### src/rtl/write_master_queued.sv
// Queued write master: request FIFO, independently issued AW/W channels,
// bounded outstanding-B tracking and registered in-order response return.
// Optional per-entry byte strobes: define WRITE_MASTER_QUEUED_WSTRB_EN.
module write_master_queued #(
    parameter int ADDR_WDTH       = 4,
    parameter int DATA_WDTH       = 32,
    parameter int RESP_WDTH       = 2,
    parameter int DEPTH_LOG2      = 2,
    parameter int MAX_OUTSTANDING = 4,
    parameter int ERR_CNT_WDTH    = 8
) (
    input  logic                    clk,
    input  logic                    rst_n,
    input  logic                    req_valid,
    output logic                    req_ready,
    input  logic [ADDR_WDTH-1:0]    req_addr,
    input  logic [DATA_WDTH-1:0]    req_data,
`ifdef WRITE_MASTER_QUEUED_WSTRB_EN
    input  logic [DATA_WDTH/8-1:0]  req_strb,
    output logic [DATA_WDTH/8-1:0]  w_strb,
`endif
    output logic                    aw_valid,
    input  logic                    aw_ready,
    output logic [ADDR_WDTH-1:0]    aw_address,
    output logic                    w_valid,
    input  logic                    w_ready,
    output logic [DATA_WDTH-1:0]    w_data,
    input  logic                    b_valid,
    output logic                    b_ready,
    input  logic [RESP_WDTH-1:0]    b_resp,
    output logic                    rsp_valid,
    input  logic                    rsp_ready,
    output logic [RESP_WDTH-1:0]    rsp_resp,
    output logic [ERR_CNT_WDTH-1:0] err_cnt,
    output logic                    idle,
    output logic                    proto_err
);

    localparam int DEPTH = 2 ** DEPTH_LOG2;
    localparam int PW    = DEPTH_LOG2 + 1;
    localparam int OW    = $clog2(MAX_OUTSTANDING + 1);
    localparam logic [PW-1:0] DEPTH_P = PW'(DEPTH);
    localparam logic [OW-1:0] MAX_OS  = OW'(MAX_OUTSTANDING);

    logic [ADDR_WDTH-1:0]   addr_mem [DEPTH];
    logic [DATA_WDTH-1:0]   data_mem [DEPTH];
`ifdef WRITE_MASTER_QUEUED_WSTRB_EN
    logic [DATA_WDTH/8-1:0] strb_mem [DEPTH];
`endif

    logic [PW-1:0]         wr_ptr;
    logic [PW-1:0]         aw_ptr;
    logic [PW-1:0]         w_ptr;
    logic [PW-1:0]         pend_aw;
    logic [PW-1:0]         pend_w;
    logic [PW-1:0]         occupancy;
    logic [DEPTH_LOG2-1:0] wr_idx;
    logic [DEPTH_LOG2-1:0] aw_idx;
    logic [DEPTH_LOG2-1:0] w_idx;
    logic [OW-1:0]         outstanding;

    logic push;
    logic aw_fire;
    logic w_fire;
    logic b_fire;
    logic b_dec;

    // Entry lives until both channels have consumed it, so the lagging pointer sets occupancy.
    assign pend_aw   = wr_ptr - aw_ptr;
    assign pend_w    = wr_ptr - w_ptr;
    assign occupancy = (pend_aw > pend_w) ? pend_aw : pend_w;

    assign wr_idx = wr_ptr[DEPTH_LOG2-1:0];
    assign aw_idx = aw_ptr[DEPTH_LOG2-1:0];
    assign w_idx  = w_ptr[DEPTH_LOG2-1:0];

    assign req_ready  = (occupancy < DEPTH_P);
    assign aw_valid   = (pend_aw != '0) && (outstanding < MAX_OS);
    assign w_valid    = (pend_w != '0);
    assign aw_address = addr_mem[aw_idx];
    assign w_data     = data_mem[w_idx];
`ifdef WRITE_MASTER_QUEUED_WSTRB_EN
    assign w_strb     = strb_mem[w_idx];
`endif
    assign b_ready    = ~rsp_valid | rsp_ready;
    assign idle       = (occupancy == '0) && (outstanding == '0) && ~rsp_valid;

    assign push    = req_valid & req_ready;
    assign aw_fire = aw_valid & aw_ready;
    assign w_fire  = w_valid & w_ready;
    assign b_fire  = b_valid & b_ready;
    assign b_dec   = b_fire & (outstanding != '0);

    always_ff @(posedge clk) begin
        if (push) begin
            addr_mem[wr_idx] <= req_addr;
            data_mem[wr_idx] <= req_data;
`ifdef WRITE_MASTER_QUEUED_WSTRB_EN
            strb_mem[wr_idx] <= req_strb;
`endif
        end
    end

    always_ff @(posedge clk or negedge rst_n) begin
        if (!rst_n) begin
            wr_ptr <= '0;
            aw_ptr <= '0;
            w_ptr  <= '0;
        end else begin
            if (push) begin
                wr_ptr <= wr_ptr + PW'(1);
            end
            if (aw_fire) begin
                aw_ptr <= aw_ptr + PW'(1);
            end
            if (w_fire) begin
                w_ptr <= w_ptr + PW'(1);
            end
        end
    end

    // A B with nothing outstanding is not counted down, so the count cannot underflow.
    always_ff @(posedge clk or negedge rst_n) begin
        if (!rst_n) begin
            outstanding <= '0;
        end else begin
            case ({aw_fire, b_dec})
                2'b10:   outstanding <= outstanding + OW'(1);
                2'b01:   outstanding <= outstanding - OW'(1);
                default: outstanding <= outstanding;
            endcase
        end
    end

    always_ff @(posedge clk or negedge rst_n) begin
        if (!rst_n) begin
            rsp_valid <= 1'b0;
            rsp_resp  <= '0;
        end else if (b_fire) begin
            rsp_valid <= 1'b1;
            rsp_resp  <= b_resp;
        end else if (rsp_ready) begin
            rsp_valid <= 1'b0;
        end
    end

    always_ff @(posedge clk or negedge rst_n) begin
        if (!rst_n) begin
            err_cnt   <= '0;
            proto_err <= 1'b0;
        end else begin
            if (b_fire && (b_resp != '0) && (err_cnt != '1)) begin
                err_cnt <= err_cnt + ERR_CNT_WDTH'(1);
            end
            if (b_fire && (outstanding == '0)) begin
                proto_err <= 1'b1;
            end
        end
    end

endmodule

### config.mk
export PLATFORM = sky130hd
export DESIGN_NAME = write_master_queued
export DESIGN_NICKNAME = d
export VERILOG_FILES = /design/src/rtl/write_master_queued.sv
export SDC_FILE = /design/constraint.sdc
export NUM_CORES = 1
export LEC_CHECK = 0
export ABC_CLOCK_PERIOD_IN_PS = 9450
export BUFFER_PORTS_ARGS = -buffer_cell sky130_fd_sc_hd__buf_2
export CELL_PAD_IN_SITES_DETAIL_PLACEMENT = 1
export CELL_PAD_IN_SITES_GLOBAL_PLACEMENT = 1
export CORE_ASPECT_RATIO = 1.25
export CORE_UTILIZATION = 50
export DETAILED_ROUTE_END_ITERATION = 8
export PLACE_DENSITY = 0.88
export SLEW_MARGIN = 10
export SYNTH_ARGS = -nofsm -noshare
export SYNTH_HDL_FRONTEND = slang
export SYNTH_SLANG_ARGS = --single-unit
### constraint.sdc
create_clock -name clk -period 9.45 [get_ports clk]
set_clock_uncertainty 0.05 [all_clocks]
set_input_delay 1.89 -clock clk [delete_from_list [all_inputs] [get_ports clk]]
set_output_delay 1.89 -clock clk [all_outputs]
set_load 0.01 [all_outputs]
==> flow_summary.html, run 1 <==
<table>
<tr><th>Metric</th><th>Value</th></tr>
<tr><th colspan="2">Placed design</th></tr>
<tr><td>Number of port buffers</td><td>between 90 and 100</td></tr>
<tr><td>Placer's final routability congestion estimate</td><td>about 0.8</td></tr>
<tr><td>DPL Wire Length</td><td>just over 8000 um</td></tr>
<tr><td>Placement-stage cell area</td><td>7300 um^2</td></tr>
<tr><th colspan="2">Global route</th></tr>
<tr><td>Wire length of the first global-routing pass</td><td>slightly above 20000 um</td></tr>
<tr><td>Pin count of the biggest net entering global routing</td><td>38</td></tr>
<tr><td>Initial antenna violation count</td><td>1</td></tr>
<tr><td>Vias in the first global route</td><td>about 3700</td></tr>
<tr><td>Aggregate global-route resource usage</td><td>around a fifth</td></tr>
<tr><td>Global-route congestion overflow total</td><td>0</td></tr>
<tr><th colspan="2">Timing</th></tr>
<tr><td>Max-slew violation count</td><td>0</td></tr>
<tr><td>Transition time of the tightest slew-check pin</td><td>1020 ps</td></tr>
<tr><td>Worst hold-check slack</td><td>416 ps</td></tr>
<tr><td>Setup repair after global routing missed its margin</td><td>false</td></tr>
<tr><td>Final Hold Vio Count</td><td>0</td></tr>
<tr><td>Headroom to the max-slew limit</td><td>a little under a third</td></tr>
<tr><td>Period minus WS final</td><td>5450 ps</td></tr>
<tr><td>Setup Total Neg Slack</td><td>0 ps</td></tr>
<tr><td>Final setup violation count</td><td>0</td></tr>
<tr><td>Post-route fraction of the period consumed by the critical path</td><td>57.7%</td></tr>
<tr><td>Achievable Freq</td><td>about 0.18 GHz</td></tr>
<tr><th colspan="2">Power and ir drop</th></tr>
<tr><td>Logic gate share of total power</td><td>between 30% and 40%</td></tr>
<tr><td>Clk network pwr share</td><td>between 20 and 30%</td></tr>
<tr><td>Worst IR drop on VDD</td><td>0.198 mV</td></tr>
<tr><td>Sw frac</td><td>roughly a third</td></tr>
<tr><td>Cell leakage power</td><td>~2.9 nW</td></tr>
<tr><td>NetSw</td><td>0.000950 W</td></tr>
<tr><td>Design internal power</td><td>between 0.0015 and 0.002 W</td></tr>
<tr><td>Share of total power in sequential cells</td><td>between 40% and 50%</td></tr>
<tr><td>Cell Pwr Density</td><td>342 nW/um^2</td></tr>
<tr><th colspan="2">Clock tree</th></tr>
<tr><td>Gates resized, CTS repair</td><td>0</td></tr>
<tr><td>Clock Pin Slew Worst Setup and Hold Paths</td><td>~70 ps</td></tr>
<tr><td>Clock tree from TritonCTS</td><td>built</td></tr>
<tr><td>Depth of the CTS H-tree</td><td>4</td></tr>
<tr><td>Clock insertion delay at the later pin of the skew report</td><td>approximately 430 ps</td></tr>
<tr><td>Number of buffers added by the clock tree synthesis step</td><td>17</td></tr>
<tr><td>Sinks on Clock Net</td><td>roughly 170</td></tr>
<tr><td>Root Buffer Master</td><td>clkbuf_16</td></tr>
<tr><td>Largest buffer count on any clock path</td><td>2</td></tr>
<tr><td>Number of buffers inserted to repair setup after CTS</td><td>0</td></tr>
<tr><td>Number of buffers inserted by hold repair at cts</td><td>0</td></tr>
<tr><th colspan="2">Drt</th></tr>
<tr><td>Number of remaining DRC errors</td><td>0</td></tr>
<tr><td>Met1 Routed Length</td><td>just under 5000 um</td></tr>
<tr><td>Vias post-DR</td><td>around 3400</td></tr>
<tr><td>Routed wire per std cell</td><td>21.8 um</td></tr>
<tr><td>Length of the first detailed-routing pass in iterations</td><td>4</td></tr>
<tr><td>Count of routing violations after the opening detailed-route iteration</td><td>about 170</td></tr>
<tr><td>Sum of met2 wire segment lengths after detailed routing</td><td>7280 um</td></tr>
<tr><td>Highest routed layer</td><td>met4</td></tr>
<tr><td>Post-route antenna net violation count</td><td>0</td></tr>
<tr><td>Sum of routed wire length over all layers</td><td>roughly 13000 um</td></tr>
<tr><td>Via-to-Cell Ratio</td><td>5.55</td></tr>
<tr><td>Length of routed met3 wiring</td><td>between 700 and 800 um</td></tr>
<tr><th colspan="2">Synthesis</th></tr>
<tr><td>Number of flip-flops and latches in the synthesized netlist</td><td>between 150 and 200</td></tr>
<tr><td>Number of enable-type register cells in the synthesized netlist</td><td>roughly 140</td></tr>
<tr><td>Synth Net Count</td><td>382</td></tr>
<tr><td>Top cell type by total area after synthesis</td><td>edfxtp_1</td></tr>
<tr><td>Fraction of the yosys area taken by sequential cells</td><td>between 70 and 80%</td></tr>
<tr><td>Portion of synthesized cell area occupied by the leading cell type</td><td>between 60% and 70%</td></tr>
<tr><td>Synth Flop Type</td><td>edfxtp_1</td></tr>
<tr><td>Post-synthesis cell area</td><td>approximately 6600 um^2</td></tr>
<tr><td>Per-instance average area after synthesis</td><td>between 20 and 25 um^2</td></tr>
<tr><td>Synthesis Warnings</td><td>0</td></tr>
<tr><td>Distinct cell type count after synthesis</td><td>38</td></tr>
<tr><td>Post-synth ARST share</td><td>approximately 14%</td></tr>
<tr><td>Syn Inst Count</td><td>roughly 320</td></tr>
<tr><td>Cells taking the most area after synthesis</td><td>edfxtp_1, mux4_2, dfrtp_1</td></tr>
<tr><th colspan="2">Finish</th></tr>
<tr><td>Area of all placed cells without fillers</td><td>between 7000 and 8000 um^2</td></tr>
<tr><td>Share of post-route cells with drive strength above 1</td><td>between 40% and 50%</td></tr>
<tr><td>Commonest non-fill, non-tap cell in the layout</td><td>edfxtp_1</td></tr>
<tr><td>Area Growth Syn to Fin</td><td>18.7%</td></tr>
<tr><td>Leading cell types in the layout, fill and taps excluded</td><td>edfxtp_1, buf_2, mux4_2</td></tr>
<tr><td>Total number of nets in the final design</td><td>489</td></tr>
<tr><th colspan="2">Min path</th></tr>
<tr><td>Path category of the worst min-delay check</td><td>reg2reg</td></tr>
<tr><th colspan="2">Setup path</th></tr>
<tr><td>Worst R2R Setup Slack</td><td>about 5600 ps</td></tr>
<tr><td>Worst EP arrival</td><td>3510 ps</td></tr>
<tr><td>Worst Path Class, Setup</td><td>reg2out</td></tr>
<tr><td>Category of the worst setup path launch point</td><td>register</td></tr>
<tr><td>CP max FO</td><td>36</td></tr>
<tr><td>Required time at the endpoint of the critical path</td><td>between 7000 and 8000 ps</td></tr>
<tr><td>Element type at the critical path end</td><td>output port</td></tr>
<tr><th colspan="2">Floorplanning</th></tr>
<tr><td>Die extent in x</td><td>~110 um</td></tr>
<tr><td>Die ar.</td><td>13700 um^2</td></tr>
<tr><td>Placeable core area</td><td>~13000 um^2</td></tr>
<tr><td>Height of the die</td><td>approximately 130 um</td></tr>
<tr><td>Number of cell rows</td><td>46</td></tr>
<tr><td>Ports placed on the boundary</td><td>between 90 and 100</td></tr>
<tr><td>Initial Util</td><td>between 50% and 60%</td></tr>
<tr><th colspan="2">Status</th></tr>
<tr><td>Result of the run</td><td>finished, final reports clean</td></tr>
<tr><th colspan="2">Flow run</th></tr>
<tr><td>Reported max-cap violation count</td><td>0</td></tr>
</table>
[per-layer routing]
layer,vias to the layer above,GRT usage [%]
li1,1491,-
met1,1744,23.5
met2,130,37.6
met3,29,6.40
met4,0,10.2
met5,-,0
[cell usage after synthesis, types with 4 or more instances]
cell,n
buf_2,5
dfrtp_1,24
edfxtp_1,144
ha_1,11
inv_1,12
mux2_2,5
mux4_2,36
nand2_1,11
nand3_1,4
nand4_1,4
nor2_1,5
xnor2_1,15
xor2_1,6
[stage by stage]
| step | instances | total power, W | worst slack [ps] | utilization [%] |
|---|---|---|---|---|
| final | 612 | 0.00269 | 4000 | 61.3 |
| after floorplan | 323 | 0.00170 | 4890 | - |
| after global routing | 611 | 0.00282 | 3750 | 61.3 |
| after CTS | 611 | 0.00271 | 3960 | 61.3 |
| after global placement | 579 | 0.00195 | 4570 | 56.8 |
| after detailed placement | 579 | 0.00203 | 4450 | 56.8 |
[cell type report]
class                           count  area (um^2)
Timing Repair Buffer               98          493
Fill cell                        1128         4960
Antenna cell                        1         2.50
Tap cell                          168          210
Sequential cell                   168         4930
Clock buffer                       17          425
Multi-Input combinational cell    133         1620
Inverter                           12         45.0
Clock inverter                     15          150
[worst max-delay path: stages (launching register included)]
cell	delay [ps]
dfrtp_2	350
buf_4	560
ha_1	270
inv_1	50
fa_1	480
inv_1	70
ha_1	330
and2_1	180
o32ai_1	340
o21bai_1	110
a31oi_1	180
buf_2	160
[worst paths after layout]
kind | startpoint | to | cells after the start
min | proto_err$_DFFE_PN0P_ | proto_err$_DFFE_PN0P_ | 1
min reg2reg | proto_err$_DFFE_PN0P_ | proto_err$_DFFE_PN0P_ | 1
max in group asynchronous | rst_n | w_ptr[0]$_DFFE_PN0P_ | 1
min in group asynchronous | rst_n | err_cnt[2]$_DFFE_PN0P_ | 1
max reg2reg | w_ptr[0]$_DFFE_PN0P_ | data_mem[0][30]$_DFFE_PP_ | 8
max | w_ptr[0]$_DFFE_PN0P_ | idle | 11
[flip-flops by register name, summed over array words and instances, names as in the netlist]
register and count:
err_cnt 8, rsp_valid 1, aw_ptr 3, outstanding 3
data_mem 128, wr_ptr 3, rsp_resp 2, proto_err 1
addr_mem 16, w_ptr 3
[cells by family (layout without fill, tap and decap cells)]
logic type	Yosys count	count (layout)	share of synthesized area, %
flip-flops	168	168	74.2
multiplexers	42	42	13.2
AND/OR/NAND/NOR	41	41	3.45
XOR/XNOR	23	23	3.26
buffers and inverters	22	142	1.34
adder cells (fa/ha/maj)	14	14	2.98
AO/OA/AOI/OAI	13	13	1.51
other	0	1	0
[power groups by stage]
stage / combinational, W / clock, W / sequential [W]
finish: 0.000943 / 0.000672 / 0.00108
floorplan: 0.000673 / 0 / 0.00103
CTS: 0.000951 / 0.000682 / 0.00108
global placement: 0.000881 / 0 / 0.00107
detailed placement: 0.000935 / 0 / 0.00109
global route: 0.00103 / 0.000704 / 0.00109
No activity file was read; power rests on OpenSTA's default activity.
==> run 2, diff against run 1 <==
--- a/config.mk
+++ b/config.mk
@@ -5,14 +5,15 @@
 export SDC_FILE = /design/constraint.sdc
 export NUM_CORES = 1
 export LEC_CHECK = 0
-export ABC_CLOCK_PERIOD_IN_PS = 9450
+export ABC_AREA = 1
+export ABC_CLOCK_PERIOD_IN_PS = 5590
 export BUFFER_PORTS_ARGS = -buffer_cell sky130_fd_sc_hd__buf_2
 export CELL_PAD_IN_SITES_DETAIL_PLACEMENT = 1
 export CELL_PAD_IN_SITES_GLOBAL_PLACEMENT = 1
 export CORE_ASPECT_RATIO = 1.25
-export CORE_UTILIZATION = 50
+export CORE_UTILIZATION = 46
 export DETAILED_ROUTE_END_ITERATION = 8
-export PLACE_DENSITY = 0.88
+export PLACE_DENSITY = 0.86
 export SLEW_MARGIN = 10
 export SYNTH_ARGS = -nofsm -noshare
 export SYNTH_HDL_FRONTEND = slang
==> constraint.sdc (replaced) <==
create_clock -name clk -period 5.59 [get_ports clk]
set_clock_uncertainty 0.05 [all_clocks]
set_input_delay 1.118 -clock clk [delete_from_list [all_inputs] [get_ports clk]]
set_output_delay 1.118 -clock clk [all_outputs]
set_load 0.01 [all_outputs]
==> run 2 against run 1 <==
Net effect: flip-flop and latch count stayed put; first-iteration DRC count is 2.3% higher; non-clock buffer count is 6 higher; clock power is 70% higher; design area is 2.4% higher; synthesized area is 2.1% higher; final cell count is 32% higher; count of clock-buffer cells in the layout stayed put; setup slack worse by 2400 ps; via count is 30% higher; utilization is 5.4 points lower; register-to-register slack worse by 3100 ps.
==> flow_summary.html, run 2 <==
<table>
<tr><th>Metric</th><th>Value</th></tr>
<tr><th colspan="2">Floorplanning</th></tr>
<tr><td>Height of the die</td><td>138 um (+5.3%)</td></tr>
<tr><td>Number of cell rows</td><td>49 (+6.5%)</td></tr>
<tr><td>Initial Util</td><td>47.0% (-4.7 points)</td></tr>
<tr><td>Placeable core area</td><td>14400 um^2 (+12%)</td></tr>
<tr><td>Die ar.</td><td>15200 um^2 (+11%)</td></tr>
<tr><td>Ports placed on the boundary</td><td>98 (unchanged)</td></tr>
<tr><td>Die extent in x</td><td>111 um (+5.3%)</td></tr>
<tr><th colspan="2">Global route</th></tr>
<tr><td>Pin count of the biggest net entering global routing</td><td>66 (+74%)</td></tr>
<tr><td>Vias in the first global route</td><td>4808 (+30%)</td></tr>
<tr><td>Routing usage on met1</td><td>22.4% (-1.1 points)</td></tr>
<tr><td>Global-route congestion overflow total</td><td>0 (unchanged)</td></tr>
<tr><td>GR Util met3</td><td>5.85% (-0.55 points)</td></tr>
<tr><td>Met2 Track Usage GR</td><td>38.4% (+0.85 points)</td></tr>
<tr><td>Grt peak-use layer</td><td>met2</td></tr>
<tr><td>Initial antenna violation count</td><td>0 (-1)</td></tr>
<tr><td>Aggregate global-route resource usage</td><td>20.9% (-0.28 points)</td></tr>
<tr><td>Wire length of the first global-routing pass</td><td>23900 um (+17%)</td></tr>
<tr><th colspan="2">Synthesis</th></tr>
<tr><td>Portion of synthesized cell area occupied by the leading cell type</td><td>63.8% (-1.3 points)</td></tr>
<tr><td>Fraction of the yosys area taken by sequential cells</td><td>72.7% (-1.5 points)</td></tr>
<tr><td>Number of enable-type register cells in the synthesized netlist</td><td>144 (unchanged)</td></tr>
<tr><td>Per-instance average area after synthesis</td><td>13.2 um^2 (-36%)</td></tr>
<tr><td>Most instantiated library cell after synthesis</td><td>edfxtp_1</td></tr>
<tr><td>Top cell type by total area after synthesis</td><td>edfxtp_1</td></tr>
<tr><td>Distinct cell type count after synthesis</td><td>30 (-21%)</td></tr>
<tr><td>Synth Net Count</td><td>573 (+50%)</td></tr>
<tr><td>Syn Inst Count</td><td>514 (+59%)</td></tr>
<tr><td>Synthesis Warnings</td><td>0 (unchanged)</td></tr>
<tr><td>Cells taking the most area after synthesis</td><td>edfxtp_1, dfrtp_1, o21ai_0</td></tr>
<tr><td>Leading post-synthesis cells by instance count</td><td>edfxtp_1, nor2_1, o21ai_0</td></tr>
<tr><td>Post-synthesis cell area</td><td>6770 um^2 (+2.1%)</td></tr>
<tr><td>Number of flip-flops and latches in the synthesized netlist</td><td>168 (unchanged)</td></tr>
<tr><td>Post-synth ARST share</td><td>14.3% (unchanged)</td></tr>
<tr><td>Synth Flop Type</td><td>edfxtp_1</td></tr>
<tr><th colspan="2">Power and ir drop</th></tr>
<tr><td>Cell leakage power</td><td>3.08 nW (+6.9%)</td></tr>
<tr><td>Sw frac</td><td>38.7% (+3.4 points)</td></tr>
<tr><td>NetSw</td><td>0.00180 W (+89%)</td></tr>
<tr><td>Design internal power</td><td>0.00285 W (+64%)</td></tr>
<tr><td>Worst IR drop on VDD</td><td>0.269 mV (+36%)</td></tr>
<tr><td>Cell Pwr Density</td><td>577 nW/um^2 (+69%)</td></tr>
<tr><td>Share of total power in sequential cells</td><td>38.0% (-2.0 points)</td></tr>
<tr><td>Clk network pwr share</td><td>24.6% (-0.4 points)</td></tr>
<tr><td>Overall power after layout</td><td>0.00465 W (+73%)</td></tr>
<tr><td>Logic gate share of total power</td><td>37.4% (+2.4 points)</td></tr>
<tr><th colspan="2">Timing</th></tr>
<tr><td>Final setup violation count</td><td>0 (unchanged)</td></tr>
<tr><td>Setup Total Neg Slack</td><td>0 ps (unchanged)</td></tr>
<tr><td>Period minus WS final</td><td>about 4000 ps</td></tr>
<tr><td>Headroom to the max-slew limit</td><td>31.7% (-0.057 points)</td></tr>
<tr><td>Setup repair after global routing missed its margin</td><td>false</td></tr>
<tr><td>Final Hold Vio Count</td><td>0 (unchanged)</td></tr>
<tr><td>Max-slew violation count</td><td>0 (unchanged)</td></tr>
<tr><td>Achievable Freq</td><td>0.249 GHz</td></tr>
<tr><td>Transition time of the tightest slew-check pin</td><td>1020 ps (+0.849 ps)</td></tr>
<tr><td>Post-route fraction of the period consumed by the critical path</td><td>a little under three quarters</td></tr>
<tr><td>Worst hold-check slack</td><td>422 ps (+5.82 ps)</td></tr>
<tr><th colspan="2">Drt</th></tr>
<tr><td>Vias post-DR</td><td>4410 (+30%)</td></tr>
<tr><td>Length of the first detailed-routing pass in iterations</td><td>4 (unchanged)</td></tr>
<tr><td>Post-route antenna net violation count</td><td>0 (unchanged)</td></tr>
<tr><td>Via-to-Cell Ratio</td><td>5.46 (-1.5%)</td></tr>
<tr><td>Number of remaining DRC errors</td><td>0 (unchanged)</td></tr>
<tr><td>Routed wire per std cell</td><td>18.9 um (-14%)</td></tr>
<tr><td>Count of routing violations after the opening detailed-route iteration</td><td>178 (+2.3%)</td></tr>
<tr><td>Sum of routed wire length over all layers</td><td>15200 um (+14%)</td></tr>
<tr><th colspan="2">Clock tree</th></tr>
<tr><td>Clock Pin Slew Worst Setup and Hold Paths</td><td>70 ps (about the same)</td></tr>
<tr><td>Number of buffers inserted by hold repair at cts</td><td>0 (unchanged)</td></tr>
<tr><td>Largest buffer count on any clock path</td><td>2 (unchanged)</td></tr>
<tr><td>Root Buffer Master</td><td>clkbuf_16</td></tr>
<tr><td>Number of buffers added by the clock tree synthesis step</td><td>17 (unchanged)</td></tr>
<tr><td>Number of buffers inserted to repair setup after CTS</td><td>0 (unchanged)</td></tr>
<tr><td>Clock insertion delay at the later pin of the skew report</td><td>420 ps (about the same)</td></tr>
<tr><td>Sinks on Clock Net</td><td>168 (unchanged)</td></tr>
<tr><td>Depth of the CTS H-tree</td><td>4 (unchanged)</td></tr>
<tr><td>Gates resized, CTS repair</td><td>0 (unchanged)</td></tr>
<tr><td>Clock tree from TritonCTS</td><td>built</td></tr>
<tr><th colspan="2">Finish</th></tr>
<tr><td>Flip-flop count of the largest register, all copies and words added</td><td>128 (unchanged)</td></tr>
<tr><td>Filler instances</td><td>1433 (+27%)</td></tr>
<tr><td>Total number of nets in the final design</td><td>675 (+38%)</td></tr>
<tr><td>Commonest non-fill, non-tap cell in the layout</td><td>edfxtp_1</td></tr>
<tr><td>Antenna Cells</td><td>0 (-1)</td></tr>
<tr><td>Area Growth Syn to Fin</td><td>19.0%</td></tr>
<tr><td>Share of post-route cells with drive strength above 1</td><td>26.1% (-15 points)</td></tr>
<tr><td>Largest registers</td><td>data_mem: 128 flops, addr_mem: 16 flops, err_cnt: 8 flops</td></tr>
<tr><td>Register with the most flip-flops</td><td>data_mem</td></tr>
<tr><td>Utilization of the core after routing</td><td>55.9% (-5.4 points)</td></tr>
<tr><td>Leading cell types in the layout, fill and taps excluded</td><td>edfxtp_1, buf_2, nor2_1</td></tr>
<tr><th colspan="2">Setup path</th></tr>
<tr><td>Maximum single-stage delay on the critical path</td><td>770 ps (+210 ps)</td></tr>
<tr><td>Worst reg2reg path startpoint</td><td>aw_ptr[0]$_DFFE_PN0P_</td></tr>
<tr><td>Worst R2R Setup Slack</td><td>2440 ps (-3120 ps)</td></tr>
<tr><td>Worst Path Class, Setup</td><td>reg2out</td></tr>
<tr><td>Cell depth of the worst flop-to-flop path</td><td>11 (+3)</td></tr>
<tr><td>FF-to-FF End</td><td>data_mem[0][5]$_DFFE_PP_</td></tr>
<tr><td>Worst setup path endpoint</td><td>w_data[25]</td></tr>
<tr><td>Critical path's slowest cell</td><td>inv_2</td></tr>
<tr><td>Element type at the critical path end</td><td>output port</td></tr>
<tr><td>Cell breakdown of the critical path</td><td>buf_4, inv_2, o21ai_0, o22ai_1, buf_2</td></tr>
<tr><td>Required time at the endpoint of the critical path</td><td>4420 ps (-3090 ps)</td></tr>
<tr><td>Launching instance or port of the critical path</td><td>w_ptr[0]$_DFFE_PN0P_</td></tr>
<tr><td>Worst EP arrival</td><td>2840 ps (-670 ps)</td></tr>
<tr><td>Category of the worst setup path launch point</td><td>register</td></tr>
<tr><td>CP max FO</td><td>65 (+81%)</td></tr>
<tr><th colspan="2">Placed design</th></tr>
<tr><td>DPL Wire Length</td><td>9680 um (+19%)</td></tr>
<tr><td>Placer's final routability congestion estimate</td><td>0.714 (-9.2%)</td></tr>
<tr><td>Number of port buffers</td><td>97 (unchanged)</td></tr>
<tr><th colspan="2">Min path</th></tr>
<tr><td>Path category of the worst min-delay check</td><td>reg2reg</td></tr>
<tr><td>Launch instance of the worst min-delay path</td><td>proto_err$_DFFE_PN0P_</td></tr>
<tr><th colspan="2">Flow run</th></tr>
<tr><td>Reported max-cap violation count</td><td>0 (unchanged)</td></tr>
<tr><th colspan="2">Status</th></tr>
<tr><td>Result of the run</td><td>finished, final reports clean</td></tr>
</table>
-- run 2: cell type report --
cell class | instances | area, um^2 | share of cell area [%]
flip-flops and latches | 168 | 4930 | 61.1
multi-input cells | 292 | 1660 | 20.6
repair buffers | 104 | 538 | 6.68
clock buffers | 17 | 425 | 5.28
well taps | 178 | 223 | 2.76
clock inverters | 15 | 161 | 2.00
inverters | 33 | 125 | 1.55
-- run 2: how the worst min path moves through the flow --
stage	to	slack, ps	depth (start not counted)
finish	proto_err$_DFFE_PN0P_	420	1
global route	proto_err$_DFFE_PN0P_	450	1
CTS	proto_err$_DFFE_PN0P_	430	1
detailed placement	proto_err$_DFFE_PN0P_	410	1
global placement	proto_err$_DFFE_PN0P_	390	1
floorplan	outstanding[0]$_DFFE_PN0P_	420	1
-- run 2: stage by stage --
stage               instances  setup slack, ps  cell area (um^2)
finish                    807             1580              8060
global route              807             1360              8060
floorplan                 514             1920              6770
global placement          775             2110              7470
CTS                       807             1530              8060
detailed placement        775             2050              7470
-- run 2: cell families (layout without fill, tap and decap cells) --
family | count (synthesis) | count (layout) | share of synthesized area [%]
AO/OA/AOI/OAI | 118 | 118 | 9.42
XOR/XNOR | 14 | 14 | 1.81
adder cells (fa/ha/maj) | 14 | 14 | 2.92
buffers and inverters | 54 | 169 | 3.12
flip-flops | 168 | 168 | 72.7
multiplexers | 1 | 1 | 0.166
AND/OR/NAND/NOR | 145 | 145 | 9.86
-- run 2: power by group through the flow --
stage	clock [W]	combinational, W	sequential [W]
3_3_place_gp	0	0.00166	0.00177
6_report	0.00114	0.00174	0.00177
4_1_cts	0.00116	0.00177	0.00177
3_5_place_dp	0	0.00175	0.00179
2_1_floorplan	0	0.00115	0.00174
5_1_grt	0.00120	0.00196	0.00179
-- run 2: critical path, delay by kind of cell, from the launching register on --
kind / cells / cell delay [ps]
flip-flops: 1 / 620
AO/OA/AOI/OAI: 2 / 450
buffers and inverters: 3 / 1300
-- run 2: routing by layer --
layer	vias up	part of all wire (%)
met4	0	1.9
met1	2210	39
met3	28	4.9
met2	124	54
li1	2048	-
met5	-	0
